==> src/rtl/idma_ar_write_coupler.sv <==
// idma_ar_write_coupler: gates AXI AR requests on write-completion credits.
// Ports: AR in (payload/decouple/valid/ready), AR out to AXI (payload/valid/ready),
//        B observe (valid/ready/decouple), credits_o, busy_o, sticky err_o.
module idma_ar_write_coupler #(
    parameter int unsigned NumAxInFlight = 2,
    parameter int unsigned InFifoDepth   = 2,
    parameter type         axi_ar_chan_t = logic,
    localparam int unsigned CW = $clog2(NumAxInFlight + 1)
) (
    input  logic          clk_i,
    input  logic          rst_i,
    input  logic          testmode_i,
    input  axi_ar_chan_t  ar_req_i,
    input  logic          ar_decouple_i,
    input  logic          ar_valid_i,
    output logic          ar_ready_o,
    output axi_ar_chan_t  ar_req_o,
    output logic          ar_valid_o,
    input  logic          ar_ready_i,
    input  logic          b_valid_i,
    input  logic          b_ready_i,
    input  logic          b_decouple_i,
    output logic [CW-1:0] credits_o,
    output logic          busy_o,
    output logic          err_o
);

    localparam int unsigned PW   = (InFifoDepth > 1) ? $clog2(InFifoDepth) : 1;
    localparam int unsigned CntW = $clog2(InFifoDepth + 1);

    localparam logic [PW-1:0]   LastPtr = PW'(InFifoDepth - 1);
    localparam logic [CntW-1:0] DepthC  = CntW'(InFifoDepth);
    localparam logic [CW-1:0]   MaxCred = CW'(NumAxInFlight);

    typedef enum logic {EMPTY, FULL} state_e;

    state_e state_q, state_d;

    axi_ar_chan_t ar_mem  [InFifoDepth];
    logic         dec_mem [InFifoDepth];

    logic [PW-1:0]   rd_ptr_q, wr_ptr_q;
    logic [CntW-1:0] cnt_q;
    logic [CW-1:0]   credits_q;
    logic            err_q;
    axi_ar_chan_t    out_q;

    logic         fifo_empty, fifo_full;
    logic         push, wr_en, rd_en;
    logic         head_valid, head_dec, head_eligible;
    axi_ar_chan_t head_ar;
    logic         credit_ret, take, load;

    // Test mode has no effect on this register-based store.
    logic unused_testmode;
    assign unused_testmode = testmode_i;

    assign fifo_empty = (cnt_q == '0);
    assign fifo_full  = (cnt_q == DepthC);
    assign push       = ar_valid_i & ~fifo_full;

    // Fall-through head: an AR arriving at an empty store is eligible at once.
    assign head_valid = ~fifo_empty | ar_valid_i;
    assign head_ar    = fifo_empty ? ar_req_i      : ar_mem[rd_ptr_q];
    assign head_dec   = fifo_empty ? ar_decouple_i : dec_mem[rd_ptr_q];

    assign credit_ret = b_valid_i & b_ready_i & ~b_decouple_i;

    // A same-cycle return counts before the take, so a zero pool can still pop.
    assign head_eligible = head_valid &
        (head_dec | (credits_q != '0) | credit_ret);

    always_comb begin
        state_d = state_q;
        load    = 1'b0;
        case (state_q)
            EMPTY: begin
                if (head_eligible) begin
                    load    = 1'b1;
                    state_d = FULL;
                end
            end
            FULL: begin
                if (ar_ready_i) begin
                    if (head_eligible) load = 1'b1;
                    else               state_d = EMPTY;
                end
            end
            default: state_d = EMPTY;
        endcase
    end

    assign take  = load & ~head_dec;
    assign wr_en = push & ~(fifo_empty & load);
    assign rd_en = load & ~fifo_empty;

    always_ff @(posedge clk_i) begin
        if (wr_en) begin
            ar_mem[wr_ptr_q]  <= ar_req_i;
            dec_mem[wr_ptr_q] <= ar_decouple_i;
        end
    end

    always_ff @(posedge clk_i) begin
        if (rst_i) begin
            rd_ptr_q <= '0;
            wr_ptr_q <= '0;
            cnt_q    <= '0;
        end else begin
            if (wr_en) begin
                wr_ptr_q <= (wr_ptr_q == LastPtr) ? '0 : wr_ptr_q + PW'(1);
            end
            if (rd_en) begin
                rd_ptr_q <= (rd_ptr_q == LastPtr) ? '0 : rd_ptr_q + PW'(1);
            end
            if (wr_en && !rd_en)      cnt_q <= cnt_q + CntW'(1);
            else if (rd_en && !wr_en) cnt_q <= cnt_q - CntW'(1);
        end
    end

    always_ff @(posedge clk_i) begin
        if (rst_i) begin
            state_q <= EMPTY;
            out_q   <= '0;
        end else begin
            state_q <= state_d;
            if (load) out_q <= head_ar;
        end
    end

    // Returns against a full pool saturate and flag a protocol error.
    always_ff @(posedge clk_i) begin
        if (rst_i) begin
            credits_q <= MaxCred;
            err_q     <= 1'b0;
        end else begin
            if (credit_ret && credits_q == MaxCred) err_q <= 1'b1;
            if (take && !credit_ret) begin
                credits_q <= credits_q - CW'(1);
            end else if (credit_ret && !take && credits_q != MaxCred) begin
                credits_q <= credits_q + CW'(1);
            end
        end
    end

    assign ar_ready_o = ~fifo_full;
    assign ar_req_o   = out_q;
    assign ar_valid_o = (state_q == FULL);
    assign credits_o  = credits_q;
    assign err_o      = err_q;
    assign busy_o     = ~fifo_empty | (state_q == FULL) | (credits_q != MaxCred);

endmodule

==> config.mk <==
export PLATFORM = sky130hd
export DESIGN_NAME = idma_ar_write_coupler
export DESIGN_NICKNAME = d
export VERILOG_FILES = /design/src/rtl/idma_ar_write_coupler.sv
export SDC_FILE = /design/constraint.sdc
export NUM_CORES = 1
export LEC_CHECK = 0
export BUFFER_PORTS_ARGS = -buffer_cell sky130_fd_sc_hd__buf_2
export CAP_MARGIN = 20
export CORE_UTILIZATION = 55
export CTS_CLUSTER_DIAMETER = 40
export DETAILED_ROUTE_END_ITERATION = 6
export HOLD_SLACK_MARGIN = 0.08
export PLACE_DENSITY = 0.81
export SYNTH_ARGS = -nofsm -noshare
export SYNTH_HDL_FRONTEND = slang
export SYNTH_SLANG_ARGS = --single-unit
==> constraint.sdc <==
create_clock -name clk_i -period 3.9 [get_ports clk_i]
set_input_delay 0.78 -clock clk_i [delete_from_list [all_inputs] [get_ports clk_i]]
set_output_delay 0.78 -clock clk_i [all_outputs]
set_load 0.005 [all_outputs]
## After elaboration in Yosys (flattened, before gate mapping)

Memory sizes are Yosys's and may differ from the RTL's. A register that Yosys moved wholly into a read port is not among the register bits.
Cells that the tools add are included.

| word-level totals | value |
|---|---|
| bits in registers | 9 |
| RAM bits | 4 |
| input bits | 10 |
| output and inout port bits | 7 |
| logic and storage cells | 70 |
| memories | 2 |

Memory list:

| memory | words | bits a word | read ports | clocked after Yosys merged registers in | write ports | line | source |
|---|---|---|---|---|---|---|---|
| ar_mem | 2 | 1 | 1 | 1 | 1 | 39 | `axi_ar_chan_t ar_mem [InFifoDepth];` |
| dec_mem | 2 | 1 | 1 | 1 | 1 | 40 | `logic dec_mem [InFifoDepth];` |

| cells by class | value |
|---|---|
| $add $sub $neg | 6 |
| eq/ne operators | 3 |
| multiplexer cells | 19 |
| bitwise logic cells | 19 |
| reduce and logical (&&, ||, !) cells | 14 |

Operator list:

| operator | count |
|---|---|
| $mux 1 | 13 |
| $and 1x1->1 | 8 |
| $mux 2 | 4 |
| $logic_and 1x1->1 | 6 |
| $not 1->1 | 6 |
| $reduce_bool 2->1 | 3 |
| $or 1x1->1 | 5 |
| $add 2x1->2 const B | 2 |
| $eq 2x2->1 const B | 2 |
| $logic_not 1->1 | 4 |
| $pmux 1 s2 | 2 |
| $sub 2x1->2 const B | 2 |
| $add 1x1->1 const B | 2 |
| $logic_not 2->1 | 1 |
| $ne 2x2->1 const B | 1 |

## Logic depth before layout (Yosys ltp)

| depth | value |
|---|---|
| depth in word-level cells | 15 |
| depth in mapped cells | 9 |
| depth with buffers taken out | 8 |

## Worst setup path after synthesis

OpenSTA, ideal clock, no wires.

| timing path | value |
|---|---|
| path type | input to register |
| start | in b_decouple_i |
| end | reg cnt_q[1] |
| library setup time | 0.070 ns |
| data arrival time | 2.274 ns |
| path slack | 1.556 ns |
| stages | 7 |
| buffers on the path | 0 |
| path through | and3b_1 -> nor3_2 -> a211oi_4 -> inv_1 -> ha_1 -> or3_1 -> a21oi_1 |

| on the way | value |
|---|---|
| word-level cells in the longest chain between the ends | 13 |

Ends and longest elaborated chain:

| element | line | source |
|---|---|---|
| start, declared | 22 | `input logic b_decouple_i,` |
| $not 1->1 (*) | 67 | `assign credit_ret = b_valid_i & b_ready_i & ~b_decouple_i;` |
| $and 1x1->1 (*) | 67 |  |
| $or 1x1->1 (*) | 71 | `(head_dec \| (credits_q != '0) \| credit_ret);` |
| $and 1x1->1 (*) | 70 | `assign head_eligible = head_valid &` |
| $mux 1 (*) | 78, 85 |  |
| $mux 1 | 84 | `if (ar_ready_i) begin` |
| $pmux 1 s2 (*) | 76 | `case (state_q)` |
| $and 1x1->1 | 94 | `assign wr_en = push & ~(fifo_empty & load);` |
| $not 1->1 | 94 |  |
| $and 1x1->1 | 94 |  |
| $logic_not 1->1 | 117 | `else if (rd_en && !wr_en) cnt_q <= cnt_q - CntW'(1);` |
| $logic_and 1x1->1 | 117 |  |
| $reduce_bool 2->1 (no source line) | -- |  |
| end signal, assigned | 116 | `if (wr_en && !rd_en) cnt_q <= cnt_q + CntW'(1);` |
| end signal, assigned | 117 |  |
| end, declared | 43 | `logic [CntW-1:0] cnt_q;` |

Every way passes the cells marked *; elsewhere a longest branch is shown, timed or not.
A chain may end at the register's enable or synchronous reset.

## Worst setup path in the final report

| timing path | value |
|---|---|
| start | in b_ready_i |
| end | reg cnt_q[1] |

| on the way | value |
|---|---|
| word-level cells in the longest chain between the ends | 13 |

Ends and longest elaborated chain:

| element | line | source |
|---|---|---|
| start, declared | 21 | `input logic b_ready_i,` |
| $and 1x1->1 (*) (2 in series) | 67 |  |
| $or 1x1->1 (*) | 71 |  |
| $and 1x1->1 (*) | 70 |  |
| $mux 1 (*) | 78, 85 |  |
| $mux 1 | 84 |  |
| $pmux 1 s2 (*) | 76 |  |
| $and 1x1->1 (*) | 94 |  |
| $not 1->1 (*) | 94 |  |
| $and 1x1->1 (*) | 94 |  |
| named net wr_en | 49 | `logic push, wr_en, rd_en;` |
| $logic_not 1->1 | 117 |  |
| $logic_and 1x1->1 | 117 |  |
| $reduce_bool 2->1 (no source line) | -- |  |

Mark *: on every way through the listed nets, which the timed path passes. The rest lies on a longest branch.

==> flow_summary.json <==
{
  "drt-vias-per-instance": 5.65,
  "grt_max_degree": 17,
  "total_leakage_power_nw": 0.370,
  "drive_above_1_share_pct": 28.4,
  "critPathMaxFanout": 5,
  "postCtsSetupRepairBufs": 0,
  "htree_levels": 1,
  "setup.reg_to_reg.worst_slack_ns": 1.72,
  "worstMarginPinSlew_ns": 0.516,
  "fillerInstances": 110,
  "pre_cts_ws_ns": 1.30,
  "cap_viol_max_count": 0,
  "grt_residual_overflow": 0,
  "route.vias.total": 621,
  "setup_violations": 0,
  "launch_point_of_the_worst_reg_to_reg_path": "cnt_q[0]",
  "synth.top_cells.by_count": "sky130_fd_sc_hd__nor2_1, sky130_fd_sc_hd__dfxtp_1, sky130_fd_sc_hd__nor2b_1",
  "io_buffer_count": 15,
  "finalHoldViolCount": 0,
  "netlist-cell-type-count": 37,
  "number_of_antenna_violations_at_the_first_check_in_global_routing": 0,
  "timing.hold.worst_endpoint": "err_o",
  "critical_path.startpoint_type": "primary input",
  "core_area_mm2": 0.00132,
  "num_io_pins": 17,
  "clockBufferDepth": 2,
  "totalWireLength_um": 1400,
  "synth.net_count": 89,
  "grt_first_pass_wirelength_um": 2330,
  "cts_buffers": 3,
  "postSynthAreaPerCell_um2": 10.1,
  "number_of_violations_reported_at_the_end_of_detailed_routing_iteration_0": 5,
  "synth_top_cell_by_area": "sky130_fd_sc_hd__dfxtp_1",
  "worst_skew_pair.late_latency_ns": 0.28,
  "ff2ff_path_depth": 7,
  "rows": 13,
  "drt-pass1-iter-count": 4,
  "register_bit_total_from_synthesis": 14,
  "report.final.slew_viol_count": 0,
  "cts_root_buffer": "sky130_fd_sc_hd__clkbuf_4",
  "routabilityCongestion": 0.777,
  "tritoncts_num_sinks": 14,
  "min-delay-start": "err_o",
  "die-width_um": 39.8,
  "worst-setup-path-type": "in -> reg",
  "setup.worst_path.end_class": "register",
  "n_antenna_cell": 0,
  "stdcell_area_um2": 890,
  "via_count_of_the_first_global_routing_pass": 554,
  "place.detailed.hpwl_um": 1050,
  "synth-warning-count": 0,
  "grt_util_all_layers_pct": 22.4,
  "rsz_0062_raised_after_global_routing": "false",
  "fmaxAchievable_mhz": 426,
  "yosys-top-cells-area": "sky130_fd_sc_hd__dfxtp_1, sky130_fd_sc_hd__edfxtp_1, sky130_fd_sc_hd__nor2_1, sky130_fd_sc_hd__mux2_1, sky130_fd_sc_hd__nor2b_1",
  "timing.critical_path.arrival_ns": 2.55,
  "slew_headroom_pct": 65.5,
  "hold_buffers": 0,
  "design.final.nets": 107,
  "number_of_flops_mapped_to_enable_cells_by_yosys": 4,
  "post-layout-total-power_mw": 0.641,
  "pwr_density_cell_mw_per_mm2": 721,
  "final.setup.worst_slack_ns": 1.55,
  "final_antenna_net_count": 0,
  "tns_ns": 0,
  "outcome": "complete, no violations",
  "syn2layout_area_growth_pct": 13.4,
  "ys_async_sr_fraction_pct": 0,
  "design.die.area_mm2": 0.00158,
  "worstPathRequired_ns": 4.11,
  "worstHoldPathType": "reg -> reg",
  "power.ir.vdd_worst_uv": 408,
  "worst_hold_path.num_cells": 2,
  "regToRegEndpoint": "cnt_q[1]",
  "postSynthCellCount": 78,
  "post_drt_wl_per_cell_um": 12.7,
  "yosys_most_used_dff": "sky130_fd_sc_hd__dfxtp_1",
  "whs_ns": 0.493,
  "route.detailed.drc": 0,
  "period_needed_ns": 2.35,
  "synthMostInstantiatedCell": "sky130_fd_sc_hd__nor2_1",
  "netlist_area_um2": 785,
  "synthDominantCellAreaShare_pct": 25.5,
  "cts_tree": "done",
  "detailed_place.area_um2": 863,
  "cts.clk_slew.worst_paths_ns": 0.08,
  "synth.yosys.seq_area_share_pct": 40.8,
  "finClkSkew_ns": 0.00567,
  "cts.repair.resized": 0,
  "floorplan.initialDensity_pct": 59.5,
  "fp.dieH_um": 39.8,
  "fin_crit_sh_pct": 60.1
}
-- sequential cells by signal, indices dropped and copies added (netlist names), named ones only --
signal      cells
err_o           1
cnt_q           2
credits_o       2
ar_valid_o      1
ar_mem          2
dec_mem         2
ar_req_o        1
rd_ptr_q        1
wr_ptr_q        1
-- worst max-delay path by stage --
stage	from	to	slack, ns
floorplan	b_decouple_i	cnt_q[1]	1.56
global placement	b_decouple_i	cnt_q[1]	1.35
detailed placement	b_ready_i	cnt_q[1]	1.30
CTS	b_ready_i	cnt_q[1]	1.58
global route	b_ready_i	cnt_q[1]	1.46
finish	b_ready_i	cnt_q[1]	1.55
-- stage by stage --
step                      utilization [%]  instances
after floorplan                         -         78
after global placement               65.5        106
after detailed placement             65.5        106
after CTS                            67.5        110
after global routing                 67.5        110
final                                67.5        110
-- routing by layer --
layer | up-vias | wire [um] | part of all wire, % | track usage (%)
met3 | 2 | 54 | 3.9 | 6.82
met1 | 285 | 695 | 50 | 28.3
li1 | 320 | - | - | -
met2 | 14 | 647 | 46 | 35.2
met5 | - | 0 | 0 | 0
met4 | 0 | 5 | 0.36 | 7.76
-- report_power, final --
group          total [mW]  switching (mW)  internal, mW
Sequential          0.248          0.0489         0.199
Clock              0.0820          0.0450        0.0371
Combinational       0.311           0.154         0.158
Total               0.641           0.247         0.394
-- final cells by class --
| type | count | area (um2) | area share (%) |
|---|---|---|---|
| Clock inverter | 1 | 3.75 | 0.422 |
| Tap cell | 15 | 18.8 | 2.11 |
| Inverter | 2 | 7.51 | 0.844 |
| Clock buffer | 3 | 22.5 | 2.53 |
| Multi-Input combinational cell | 60 | 442 | 49.6 |
| Sequential cell | 14 | 320 | 36.0 |
| Timing Repair Buffer | 15 | 75.1 | 8.44 |
-- kinds of logic (layout without fill, tap and decap cells) --
| family | count (synthesis) | count (layout) | share of synthesized area (%) |
|---|---|---|---|
| compound gates | 17 | 17 | 18.8 |
| xor+xnor | 2 | 2 | 2.23 |
| fa+ha+maj | 1 | 1 | 1.59 |
| buf+inv | 4 | 21 | 2.87 |
| flops | 14 | 14 | 40.8 |
| mux | 6 | 6 | 9.89 |
| simple gates | 34 | 34 | 23.8 |
-- cell usage in the layout (no fill, tap or decap), drive strengths merged, types with 2 or more instances in the layout --
cell type,netlist,layout
mux2,4,4
a211oi,3,3
mux2i,2,2
inv,2,2
a21oi,4,4
dfxtp,10,10
edfxtp,4,4
nand2b,3,3
xor2,2,2
nor2,11,11
nand2,2,2
clkbuf,1,3
a31o,2,2
buf,1,15
nor3,5,5
or3,2,2
nor2b,5,5
-- critical path: stages --
cell                      delay, ns
sky130_fd_sc_hd__buf_2         0.10
sky130_fd_sc_hd__and3b_1       0.23
sky130_fd_sc_hd__nor3_2        0.41
sky130_fd_sc_hd__a31o_4        0.26
sky130_fd_sc_hd__ha_1          0.26
sky130_fd_sc_hd__or3_1         0.37
sky130_fd_sc_hd__a21oi_1       0.14
Power figures use the tool's default switching activity.
